**config.mk**
```make
export PLATFORM = sky130hd
export DESIGN_NAME = ibex_zkn_unit
export DESIGN_NICKNAME = d
export VERILOG_FILES = /design/src/rtl/ibex_pkg.sv /design/src/rtl/ibex_zkn_sbox.sv /design/src/rtl/ibex_zkn_unit.sv
export SDC_FILE = /design/constraint.sdc
export NUM_CORES = 1
export LEC_CHECK = 0
export BUFFER_PORTS_ARGS = -buffer_cell sky130_fd_sc_hd__buf_2
export CORE_AREA = 2 2 220 201
export CTS_CLUSTER_SIZE = 14
export DETAILED_ROUTE_END_ITERATION = 6
export DIE_AREA = 0 0 222 203
export PLACE_DENSITY = 0.76
export SLEW_MARGIN = 10
export SYNTH_ARGS = -nofsm -noshare
export SYNTH_HDL_FRONTEND = slang
export SYNTH_HIERARCHICAL = 1
export SYNTH_SLANG_ARGS = --single-unit
```
**constraint.sdc**
```tcl
create_clock -name clk_i -period 37.9 [get_ports clk_i]
set_clock_uncertainty 0.2 [all_clocks]
set_input_delay 5.685 -clock clk_i [delete_from_list [all_inputs] [get_ports clk_i]]
set_output_delay 5.685 -clock clk_i [all_outputs]
set_load 0.02 [all_outputs]
```
**src/rtl/ibex_pkg.sv**
```systemverilog
// Shared types and GF(2^8)/SHA-256 helpers for the scalar crypto (Zkn) unit.
// Functions are pure and synthesise to combinational logic.
package ibex_pkg;

    typedef enum logic [2:0] {
        ZKN_ESI,
        ZKN_ESMI,
        ZKN_DSI,
        ZKN_DSMI,
        ZKN_SIG0,
        ZKN_SIG1,
        ZKN_SUM0,
        ZKN_SUM1
    } zkn_op_e;

    typedef enum logic {
        ZKN_IDLE,
        ZKN_FINISH
    } zkn_state_e;

    function automatic logic zkn_is_aes(input zkn_op_e op);
        return (op == ZKN_ESI) || (op == ZKN_ESMI) || (op == ZKN_DSI) || (op == ZKN_DSMI);
    endfunction

    function automatic logic zkn_is_dec(input zkn_op_e op);
        return (op == ZKN_DSI) || (op == ZKN_DSMI);
    endfunction

    function automatic logic zkn_is_sha(input zkn_op_e op);
        return !zkn_is_aes(op);
    endfunction

    function automatic logic [7:0] gf_xtime(input logic [7:0] x);
        return {x[6:0], 1'b0} ^ (x[7] ? 8'h1b : 8'h00);
    endfunction

    function automatic logic [7:0] gf_mul(input logic [7:0] a, input logic [7:0] b);
        logic [7:0] acc;
        logic [7:0] sh;
        acc = 8'h00;
        sh  = a;
        for (int i = 0; i < 8; i++) begin
            if (b[i]) acc = acc ^ sh;
            sh = gf_xtime(sh);
        end
        return acc;
    endfunction

    function automatic logic [7:0] rol8(input logic [7:0] x, input int unsigned n);
        return (x << n) | (x >> (8 - n));
    endfunction

    function automatic logic [7:0] aes_affine(input logic [7:0] x);
        return x ^ rol8(x, 1) ^ rol8(x, 2) ^ rol8(x, 3) ^ rol8(x, 4) ^ 8'h63;
    endfunction

    function automatic logic [7:0] aes_inv_affine(input logic [7:0] x);
        return rol8(x, 1) ^ rol8(x, 3) ^ rol8(x, 6) ^ 8'h05;
    endfunction

    // Column word before rotation; the DSMI arm is only built when decryption is enabled.
    function automatic logic [31:0] aes_word(input zkn_op_e op, input logic [7:0] s,
                                             input bit dec_en);
        logic [7:0] s2;
        logic [7:0] s4;
        logic [7:0] s8;
        s2 = gf_xtime(s);
        s4 = gf_xtime(s2);
        s8 = gf_xtime(s4);
        if (op == ZKN_ESMI) begin
            return {s2 ^ s, s, s, s2};
        end else if (dec_en && (op == ZKN_DSMI)) begin
            return {s8 ^ s2 ^ s, s8 ^ s4 ^ s, s8 ^ s, s8 ^ s4 ^ s2};
        end
        return {24'h0, s};
    endfunction

    function automatic logic [31:0] ror32(input logic [31:0] x, input int unsigned n);
        return (x >> n) | (x << (32 - n));
    endfunction

    function automatic logic [31:0] sha_calc(input zkn_op_e op, input logic [31:0] a);
        case (op)
            ZKN_SIG0: return ror32(a, 7) ^ ror32(a, 18) ^ (a >> 3);
            ZKN_SIG1: return ror32(a, 17) ^ ror32(a, 19) ^ (a >> 10);
            ZKN_SUM0: return ror32(a, 2) ^ ror32(a, 13) ^ ror32(a, 22);
            ZKN_SUM1: return ror32(a, 6) ^ ror32(a, 11) ^ ror32(a, 25);
            default:  return 32'h0;
        endcase
    endfunction

endpackage

```
**src/rtl/ibex_zkn_sbox.sv**
```systemverilog
// Combinational AES S-box / inverse S-box sharing one GF(2^8) inverter.
// Forward: affine(inv(x)); inverse: inv(inv_affine(x)).
module ibex_zkn_sbox
    import ibex_pkg::*;
(
    input  logic [7:0] data_i,
    input  logic       inv_i,
    output logic [7:0] data_o
);

    logic [7:0] w_pre;
    logic [7:0] w_x2, w_x3, w_x6, w_x12, w_x15, w_x30;
    logic [7:0] w_x60, w_x120, w_x240, w_x252, w_x254;

    assign w_pre = inv_i ? aes_inv_affine(data_i) : data_i;

    // x^254 is the multiplicative inverse in GF(2^8) and maps 0 to 0
    assign w_x2   = gf_mul(w_pre, w_pre);
    assign w_x3   = gf_mul(w_x2, w_pre);
    assign w_x6   = gf_mul(w_x3, w_x3);
    assign w_x12  = gf_mul(w_x6, w_x6);
    assign w_x15  = gf_mul(w_x12, w_x3);
    assign w_x30  = gf_mul(w_x15, w_x15);
    assign w_x60  = gf_mul(w_x30, w_x30);
    assign w_x120 = gf_mul(w_x60, w_x60);
    assign w_x240 = gf_mul(w_x120, w_x120);
    assign w_x252 = gf_mul(w_x240, w_x12);
    assign w_x254 = gf_mul(w_x252, w_x2);

    assign data_o = inv_i ? w_x254 : aes_affine(w_x254);

endmodule

```
**src/rtl/ibex_zkn_unit.sv**
```systemverilog
// Scalar crypto unit: AES32 ES/ESM/DS/DSM and SHA-256 sigma/sum, with optional
// two-cycle AES and data-independent-timing mode via a small IDLE/FINISH FSM.
module ibex_zkn_unit
    import ibex_pkg::*;
#(
    parameter bit ZknDecrypt    = 1'b1,
    parameter bit ZknSha        = 1'b1,
    parameter bit ZknMultiCycle = 1'b1
) (
    input  logic        clk_i,
    input  logic        rst_ni,
    input  logic        en_i,
    input  logic        sel_i,
    input  zkn_op_e     operator_i,
    input  logic [1:0]  bs_i,
    input  logic [31:0] operand_a_i,
    input  logic [31:0] operand_b_i,
    input  logic        ready_id_i,
    input  logic        data_ind_timing_i,
    output logic [31:0] result_o,
    output logic        valid_o,
    output logic        illegal_o
);

    zkn_state_e  r_state, w_state_nxt;
    logic [7:0]  r_sbox;
    logic [1:0]  r_bs;
    zkn_op_e     r_op;
    logic [31:0] r_opa;  // operand_a for AES, finished result for SHA

    zkn_op_e     w_op;
    logic [31:0] w_a, w_b;
    logic        w_fin, w_multi, w_load, w_valid;
    logic [7:0]  w_byte, w_sbox_out, w_s;
    zkn_op_e     w_aes_op;
    logic [1:0]  w_aes_bs;
    logic [31:0] w_aes_a, w_word, w_rot, w_aes_res, w_sha_res, w_res;

    // Decoder select gates the data path only; en_i alone drives the FSM
    assign w_op = sel_i ? operator_i : ZKN_ESI;
    assign w_a  = sel_i ? operand_a_i : 32'h0;
    assign w_b  = sel_i ? operand_b_i : 32'h0;

    assign illegal_o = sel_i & ((!ZknDecrypt & zkn_is_dec(operator_i)) |
                                (!ZknSha & zkn_is_sha(operator_i)));

    assign w_multi = ZknMultiCycle & !illegal_o & (zkn_is_aes(w_op) | data_ind_timing_i);
    assign w_fin   = (r_state == ZKN_FINISH);

    always_comb begin
        w_byte = w_b[7:0];
        case (bs_i)
            2'd1:    w_byte = w_b[15:8];
            2'd2:    w_byte = w_b[23:16];
            2'd3:    w_byte = w_b[31:24];
            default: w_byte = w_b[7:0];
        endcase
    end

    ibex_zkn_sbox u_sbox (
        .data_i (w_byte),
        .inv_i  (ZknDecrypt & zkn_is_dec(w_op)),
        .data_o (w_sbox_out)
    );

    // In FINISH the AES tail runs purely from registered state
    assign w_s      = w_fin ? r_sbox : w_sbox_out;
    assign w_aes_op = w_fin ? r_op   : w_op;
    assign w_aes_bs = w_fin ? r_bs   : bs_i;
    assign w_aes_a  = w_fin ? r_opa  : w_a;

    assign w_word = aes_word(w_aes_op, w_s, ZknDecrypt);

    always_comb begin
        w_rot = w_word;
        case (w_aes_bs)
            2'd1:    w_rot = {w_word[23:0], w_word[31:24]};
            2'd2:    w_rot = {w_word[15:0], w_word[31:16]};
            2'd3:    w_rot = {w_word[7:0],  w_word[31:8]};
            default: w_rot = w_word;
        endcase
    end

    assign w_aes_res = w_aes_a ^ w_rot;
    assign w_sha_res = ZknSha ? sha_calc(w_op, w_a) : 32'h0;

    always_comb begin
        w_res = 32'h0;
        if (w_fin) begin
            w_res = zkn_is_aes(r_op) ? w_aes_res : r_opa;
        end else if (!illegal_o) begin
            w_res = zkn_is_aes(w_op) ? w_aes_res : w_sha_res;
        end
    end

    always_comb begin
        w_state_nxt = r_state;
        w_valid     = 1'b0;
        w_load      = 1'b0;
        case (r_state)
            ZKN_IDLE: begin
                if (en_i) begin
                    if (w_multi) begin
                        w_load      = 1'b1;
                        w_state_nxt = ZKN_FINISH;
                    end else begin
                        w_valid = 1'b1;
                    end
                end
            end
            ZKN_FINISH: begin
                if (!en_i) begin
                    w_state_nxt = ZKN_IDLE;
                end else begin
                    w_valid = 1'b1;
                    if (ready_id_i) w_state_nxt = ZKN_IDLE;
                end
            end
            default: w_state_nxt = ZKN_IDLE;
        endcase
    end

    // Reset masks valid combinationally so nothing escapes while rst_ni is low
    assign valid_o  = w_valid & rst_ni;
    assign result_o = valid_o ? w_res : 32'h0;

    always_ff @(posedge clk_i or negedge rst_ni) begin
        if (!rst_ni) begin
            r_state <= ZKN_IDLE;
        end else begin
            r_state <= w_state_nxt;
        end
    end

    always_ff @(posedge clk_i or negedge rst_ni) begin
        if (!rst_ni) begin
            r_sbox <= 8'h0;
            r_bs   <= 2'd0;
            r_op   <= ZKN_ESI;
            r_opa  <= 32'h0;
        end else if (w_load) begin
            r_sbox <= w_sbox_out;
            r_bs   <= bs_i;
            r_op   <= w_op;
            r_opa  <= zkn_is_aes(w_op) ? w_a : w_sha_res;
        end
    end

endmodule

```
==> results of run 1 <==
==> final cells by class <==
class | instances | area, sq um
Tap cell | 555 | 694
Multi-Input combinational cell | 2348 | 18900
Inverter | 32 | 136
Clock inverter | 3 | 43.8
Clock buffer | 5 | 125
Timing Repair Buffer | 148 | 843
Fill cell | 3975 | 20700
Sequential cell | 46 | 1150
==> path summary, 6_finish.rpt <==
path / startpoint / end / slack, ps / cells after the start
min reg2reg: r_opa[17] / r_opa[17] / 300 / 1
max in group asynchronous: rst_ni / r_state / 31740 / 2
min in group asynchronous: rst_ni / r_opa[17] / 5290 / 2
min: r_opa[17] / r_opa[17] / 300 / 1
max reg2reg: r_state / r_opa[23] / 35230 / 5
max: bs_i[1] / result_o[21] / 1240 / 78
==> Yosys cell counts, types with 38 or more instances <==
master,number
xnor2_1,414
nor2_1,287
nand2_1,235
xor2_1,178
a21oi_1,139
clkbuf_1,99
xnor3_1,98
o21ai_0,95
o22ai_1,74
mux2i_1,69
nor3_1,55
buf_2,48
nand3_1,47
dfrtp_1,46
mux2_2,38
==> sequential cells by signal, indices dropped and copies added, names as in the netlist <==
| register | cells |
|---|---|
| r_op | 3 |
| r_state | 1 |
| r_bs | 2 |
| r_sbox | 8 |
| r_opa | 32 |
==> kinds of logic after synthesis <==
group           share of synthesized area [%]
simple gates                             17.7
xor+xnor                                 42.9
compound gates                           20.6
buf+inv                                  5.51
mux                                      7.38
flops                                    5.44
fa+ha+maj                               0.414
other cells                            0.0177
==> routing by layer <==
metal	track usage, %	share of wire (%)	routed length [um]
met5	0	0.020	13
met4	9.15	3.4	2210
met3	4.18	9.5	6210
met2	44.3	45	29400
met1	38.7	42	27400
==> metrics by stage <==
step                      cell area [sq um]  hold slack (ps)  util [%]
after floorplan                       21200              260         -
after global placement                21700              279      50.9
after detailed placement              21700              286      50.9
after CTS                             21900              302      51.3
after global routing                  21900              316      51.4
final                                 21900              304      51.4
==> placed cells by master, fill, tap and decap left out, drive strengths merged, types with 27 or more instances in the layout <==
cell    count
o22ai      75
o21ai     118
nor2      292
a21o       35
a21oi     144
xnor2     446
o211ai     27
dfrtp      46
inv        32
nand2     237
nor3       58
and2       30
mux2       40
mux2i      80
xor2      191
nand3      47
a211oi     36
buf       148
xnor3     112
==> flow_summary.toml, run 1 <==
[yosys]
ys_seq_elements = 46
syn_inst = 2639
synth-edff-count = 0
yosysUniqueCellTypes = 121
synth_area_sq_um = 21200
ys_warn_count = 6
ys_seq_area_share_pct = 5.44
syn_avg_cell_area_sq_um = 8.01
yosys-top-cells-area = "xnor2_1 17%, xnor3_1 10%, xor2_1 7.4%, dfrtp_1 5.4%, nor2_1 5.1%"
async_flop_share_pct = 100
synth_ff_type = "dfrtp_1"
synth_top_cell_by_area = "xnor2_1"
synth_top_area_share_pct = 17.1
synth_nets = 2721

[critical_path]
cp_num_buf_inv = 8
critPathLaunchType = "input pin"
cp_data_required_time_ps = 32010
crit_fanout = 28
critical_path.top_delay_family = "XOR/XNOR gates"
path_common_cell = "xnor3_1"
arrival_ps = 30770
slowest_stage = "xnor3_1"
cp-end-kind = "output port"
cp_slowest_stage_delay_ps = 810
crit_type = "input pin to output port"

[finish]
stdcell_count = 3137
area_growth_pct = 3.62
layout.nets = 2663
num_antenna_cells = 0
drive_gt1_share_pct = 13.3

[sta]
maxSlewHeadroom_pct = 13.3
hold_viol = 0
finalMaxSlewViolations = 0
finalCriticalPeriod_ps = 36660
max_slew.worst_pin.slew_ps = 1300
fin_ws_ps = 1240
fin_crit_sh_pct = 96.7
setup_viol = 0
setup-tns-final_ps = 0
fmax_mhz = 27.3

[drt]
dr.pass1.iters = 6
ant_nets = 0
drc = 0
vias = 20100
wirelength_um = 65300
vias_per_cell = 6.40
drt-initial-drc-count = 2502
wl_per_cell_um = 20.8

[floorplanning]
io_pins = 109
coreArea_sq_um = 42600
die_h_um = 203
start_util_pct = 49.6
die-area_sq_um = 45100
die_w_um = 222
num_rows = 72

[place]
io_buffers = 107
gp_congestion = 0.963
dp_slack_ps = 1060
dp_cells = 3129
dp_hpwl_um = 46900

[global_route]
grt_pass1_vias = 19000
grtUsageTotal_pct = 27.8
grt_pass1_wl_um = 104000
grt_max_degree = 59
grt.overflow.total = 0
antenna_found_initial = 1

[clock_tree]
cts_resized = 0
root_buffer = "clkbuf_16"
numClockSinks = 46
cts_tree = "built"
h-tree-depth = 2
clkTransAtPathRegs_ps = 80
cts_inserted_buffers = 5
clk_latency_ps = 310
hold_buffers = 0
clk_path_buf_depth = 2
cts_setup_buffers = 0

[run_status]
status = "complete, no violations"

[flow_run]
maxCapViolCount = 0

[hold_path]
hold_path.class = "flip-flop to flip-flop"
Power of run 1 is not shown: default switching activity piles up to over one toggle a cycle in this logic, so the estimate is an artifact.
==> run 2: changes to the inputs <==
Settings changed: CELL_PAD_IN_SITES_DETAIL_PLACEMENT from default to 0, CELL_PAD_IN_SITES_GLOBAL_PLACEMENT from default to 1, CORE_AREA 2 2 220 201 to 2 2 223 203, DIE_AREA 0 0 222 203 to 0 0 225 205, PLACE_DENSITY 0.76 to default, PLACE_DENSITY_LB_ADDON from default to 0.1.
==> run 2 against run 1 <==
Against the previous run: critical path depth shrank 1; routed wire length is 4.6% higher; first-iteration DRC count decreased by 16%; critical path type unchanged; critical endpoint is now result_o[19]; highest routed layer is now met4.
==> flow_summary.toml, run 2 (synthesized netlist as in run 1, its figures left out) <==
[run_status]
status = "complete, no violations"

[finish]
multi_input_area_sq_um = 19000
layout.nets = 2672
mostFrequentLayoutCells = "409 x xnor2_1, 285 x nor2_1, 234 x nand2_1"
final_common_cell = "xnor2_1"
largest_reg_flops = 32
regMostFlops = "r_opa"
seq_area_sq_um = 1150
n_fill_cell = 4245
num_antenna_cells = 0
drive_gt1_share_pct = 13.9
top_regs = "r_opa (32), r_sbox (8), r_op (3)"
design_area_sq_um = 22100
area_growth_pct = 4.29

[floorplanning]
die_w_um = 225
die-area_sq_um = 46100
num_rows = 73
start_util_pct = 48.3
io_pins = 109
coreArea_sq_um = 43800
die_h_um = 205

[drt]
dr.pass1.iters = 5
ant_nets = 0
wirelength_um = 68200
drt-initial-drc-count = 2099
vias_per_cell = 6.25
drc = 0
wl_per_cell_um = 21.6
vias = 19700

[critical_path]
cp-end-kind = "output port"
r2r-start = "r_state"
crit_fanout = 21
crit_type = "input pin to output port"
path_common_cell = "xnor2_1"
cp_slowest_stage_delay_ps = 710
critPathLaunchType = "input pin"
slowest_stage = "xnor3_1"
crit_path_start = "bs_i[1]"
arrival_ps = 30410
cp_data_required_time_ps = 32010

[sta]
rsz0062_at_grt = "false"
finalHoldWorstSlack_ps = 296
setup_viol = 0
setup-tns-final_ps = 0
hold_viol = 0
finalCriticalPeriod_ps = 36300
max_slew.worst_pin.slew_ps = 1190
fmax_mhz = 27.6
finalMaxSlewViolations = 0
fin_crit_sh_pct = 95.8
maxSlewHeadroom_pct = 19.9

[flow_run]
maxCapViolCount = 0

[global_route]
grt_max_degree = 54
grtUsageTotal_pct = 28.7
antenna_found_initial = 0
grt.overflow.total = 0
grt_pass1_vias = 18200
grt_pass1_wl_um = 106000

[hold_path]
hold_start = "r_opa[25]"
hold_path.class = "flip-flop to flip-flop"

[clock_tree]
clk_path_buf_depth = 2
clk_latency_ps = 310
clkTransAtPathRegs_ps = 70
cts_inserted_buffers = 5
numClockSinks = 46
cts_tree = "built"
root_buffer = "clkbuf_16"
h-tree-depth = 2

[place]
io_buffers = 107
dp_hpwl_um = 49500
place_area_sq_um = 21700
gp_congestion = 0.892
[run 2: cell count changes in the layout (fill, tap and decap cells not counted), moves of 2 or more]
| cell | change |
|---|---|
| xnor2_1 | -2 |
| xnor3_1 | -3 |
| clkbuf_8 | +2 |
| xnor3_2 | +3 |
| buf_4 | +8 |
| xnor2_4 | +2 |
[run 2: what timing repair did]
item	in CTS	in global routing
hold endpoints to repair	0	0
setup buffers	0	6
resized for setup	0	18
endpoints found under the setup margin	0	32
hold buffers	0	0
[run 2: path summary, 6_finish.rpt]
kind,endpoint,slack (ps),depth (start not counted)
worst max-delay path,result_o[19],1600,77
worst min-delay path,r_opa[25],300,2
worst max register to register,r_opa[23],34650,6
worst min register to register,r_opa[25],300,2
max in group asynchronous,r_state,31730,2
min in group asynchronous,r_op[2],5290,2
[run 2: final cells by class]
| type | instances | area share [%] |
|---|---|---|
| Tap cell | 562 | 3.19 |
| Clock inverter | 1 | 0.0397 |
| Inverter | 32 | 0.618 |
| Multi-Input combinational cell | 2348 | 86.1 |
| Timing Repair Buffer | 157 | 4.19 |
| Clock buffer | 7 | 0.692 |
| Sequential cell | 46 | 5.22 |
[run 2: critical path: cells and delay by family]
kind,cells,cell delay [ps]
adders and majority gates,5,2050
muxes,5,1780
buffers and inverters,6,1520
xor gates and xnor gates,34,12440
AOI/OAI and AO/OA,14,3740
and+or+nand+nor,13,3100
[run 2: metal layers]
metal	GRT usage (%)	wire, um	up-vias
met1	42.0	31000	9550
met2	44.6	30500	807
met4	7.47	1650	0
li1	-	-	9240
met3	3.40	5070	100
met5	0	0	-
[run 2: metrics by stage]
step	setup WS [ps]	std cells	util (%)
after floorplan	3940	2639	-
after global routing	40.3	3153	50.4
after detailed placement	842	3139	49.6
after CTS	759	3147	50.0
final	1600	3153	50.4
after global placement	1400	3139	49.6
Power of run 2 is left out for the same reason.
==> run 3: changes to the inputs <==
Settings changed: CTS_CLUSTER_SIZE 14 to 8, PLACE_DENSITY from default to 0.84, PLACE_DENSITY_LB_ADDON 0.1 to default.
==> run 3 against run 2 <==
Against the previous run: core utilization is 0.25 points lower; die area unchanged; setup slack lost 230 ps; via count grew 0.51%; sequential cell count unchanged; sequential share of layout area is essentially flat; global-route usage fell by 0.55 points; highest routed layer unchanged; critical endpoint is now result_o[21]; routed wire length is 2.4% lower; maximum frequency shrank 0.62%; design area decreased by 0.50%.
==> flow_summary.toml, run 3 (synthesized netlist as in run 1, its figures left out) <==
[drt]
wl_per_cell_um = 21.2
vias_per_cell = 6.29
dr.pass1.iters = 6
wirelength_um = 66600
ant_nets = 0
drc = 0
drt-initial-drc-count = 2001
vias = 19800

[critical_path]
r2r.worst_path.cells = 5
cp-end-kind = "output port"
crit_type = "input pin to output port"
ff2ff_setup_slack_ps = 35170
critPathLaunchType = "input pin"
crit_path_start = "bs_i[1]"
cp_slowest_stage_delay_ps = 720
cp_data_required_time_ps = 32010
reg2reg_to = "r_opa[5]"
slowest_stage = "xor3_4"
r2r-start = "r_state"
crit_fanout = 28
path_common_cell = "xnor2_1"
arrival_ps = 30640

[finish]
utilization_pct = 50.2
n_fill_cell = 4171
top_regs = "r_opa (32), r_sbox (8), r_op (3)"
final_common_cell = "xnor2_1"
mostFrequentLayoutCells = "408 x xnor2_1, 285 x nor2_1, 234 x nand2_1"
layout.nets = 2668
drive_gt1_share_pct = 13.7
regMostFlops = "r_opa"
largest_reg_flops = 32
num_antenna_cells = 0
area_growth_pct = 3.77

[hold_path]
holdPathStages = 1
hold_start = "r_opa[7]"
hold_end = "r_opa[7]"
hold_path.class = "flip-flop to flip-flop"

[sta]
finalHoldWorstSlack_ps = 301
fmax_mhz = 27.4
setup_viol = 0
setup-tns-final_ps = 0
max_slew.worst_pin.slew_ps = 1110
maxSlewHeadroom_pct = 25.8
fin_crit_sh_pct = 96.4
finalMaxSlewViolations = 0
finalCriticalPeriod_ps = 36520
hold_viol = 0

[floorplanning]
io_pins = 109
start_util_pct = 48.3
num_rows = 73
die_w_um = 225
coreArea_sq_um = 43800
die_h_um = 205
die-area_sq_um = 46100

[global_route]
grt.overflow.total = 0
antenna_found_initial = 0
grt_max_degree = 50
grtUsageTotal_pct = 28.2
grt_pass1_vias = 18300
grt_pass1_wl_um = 105000

[clock_tree]
clkTransAtPathRegs_ps = 70
cts_setup_buffers = 0
cts_tree = "built"
clk_path_buf_depth = 2
hold_buffers = 0
h-tree-depth = 2
cts_resized = 0
clk_latency_ps = 310
numClockSinks = 46
root_buffer = "clkbuf_16"
cts_inserted_buffers = 5

[place]
gp_congestion = 0.923
dp_hpwl_um = 48000
io_buffers = 107

[flow_run]
maxCapViolCount = 0

[run_status]
status = "complete, no violations"
run 3: worst max path at each step:
stage / end / slack [ps] / cells past startpoint
6_report: result_o[21] / 1380 / 76
5_1_grt: result_o[21] / -3 / 76
4_1_cts: result_o[21] / 970 / 76
3_5_place_dp: result_o[21] / 990 / 76
3_3_place_gp: result_o[21] / 1470 / 75
2_1_floorplan: result_o[21] / 3940 / 87
run 3: critical path: cells and delay by family:
family / cells / cell delay, ps
compound gates: 16 / 4600
simple gates: 15 / 3420
xor+xnor: 30 / 11790
mux: 4 / 1510
fa+ha+maj: 5 / 2040
buf+inv: 6 / 1540
run 3: area by class of cell:
class	count	area (sq um)	share of cell area, %
clock buffers	5	125	0.570
repair buffers	153	881	4.01
multi-input cells	2348	18900	86.3
well taps	562	703	3.20
inverters	32	136	0.621
flip-flops and latches	46	1150	5.25
clock inverters	3	18.8	0.0855
run 3: per-layer routing:
layer / wire (um) / share of wire, % / GRT usage, % / vias up
li1: - / - / - / 9234
met1: 29900 / 45 / 41.0 / 9560
met2: 30100 / 45 / 44.6 / 906
met3: 5300 / 8.0 / 3.54 / 98
met4: 1370 / 2.1 / 5.75 / 0
met5: 0 / 0 / 0 / -
run 3: stage by stage:
stage / instances / instance area (sq um) / setup WS (ps)
after floorplan: 2639 / 21200 / 3940
final: 3149 / 21900 / 1380
after detailed placement: 3141 / 21700 / 990
after global placement: 3141 / 21700 / 1470
after CTS: 3149 / 21900 / 965
after global routing: 3149 / 21900 / -2.94
Power of run 3 is left out for the same reason.
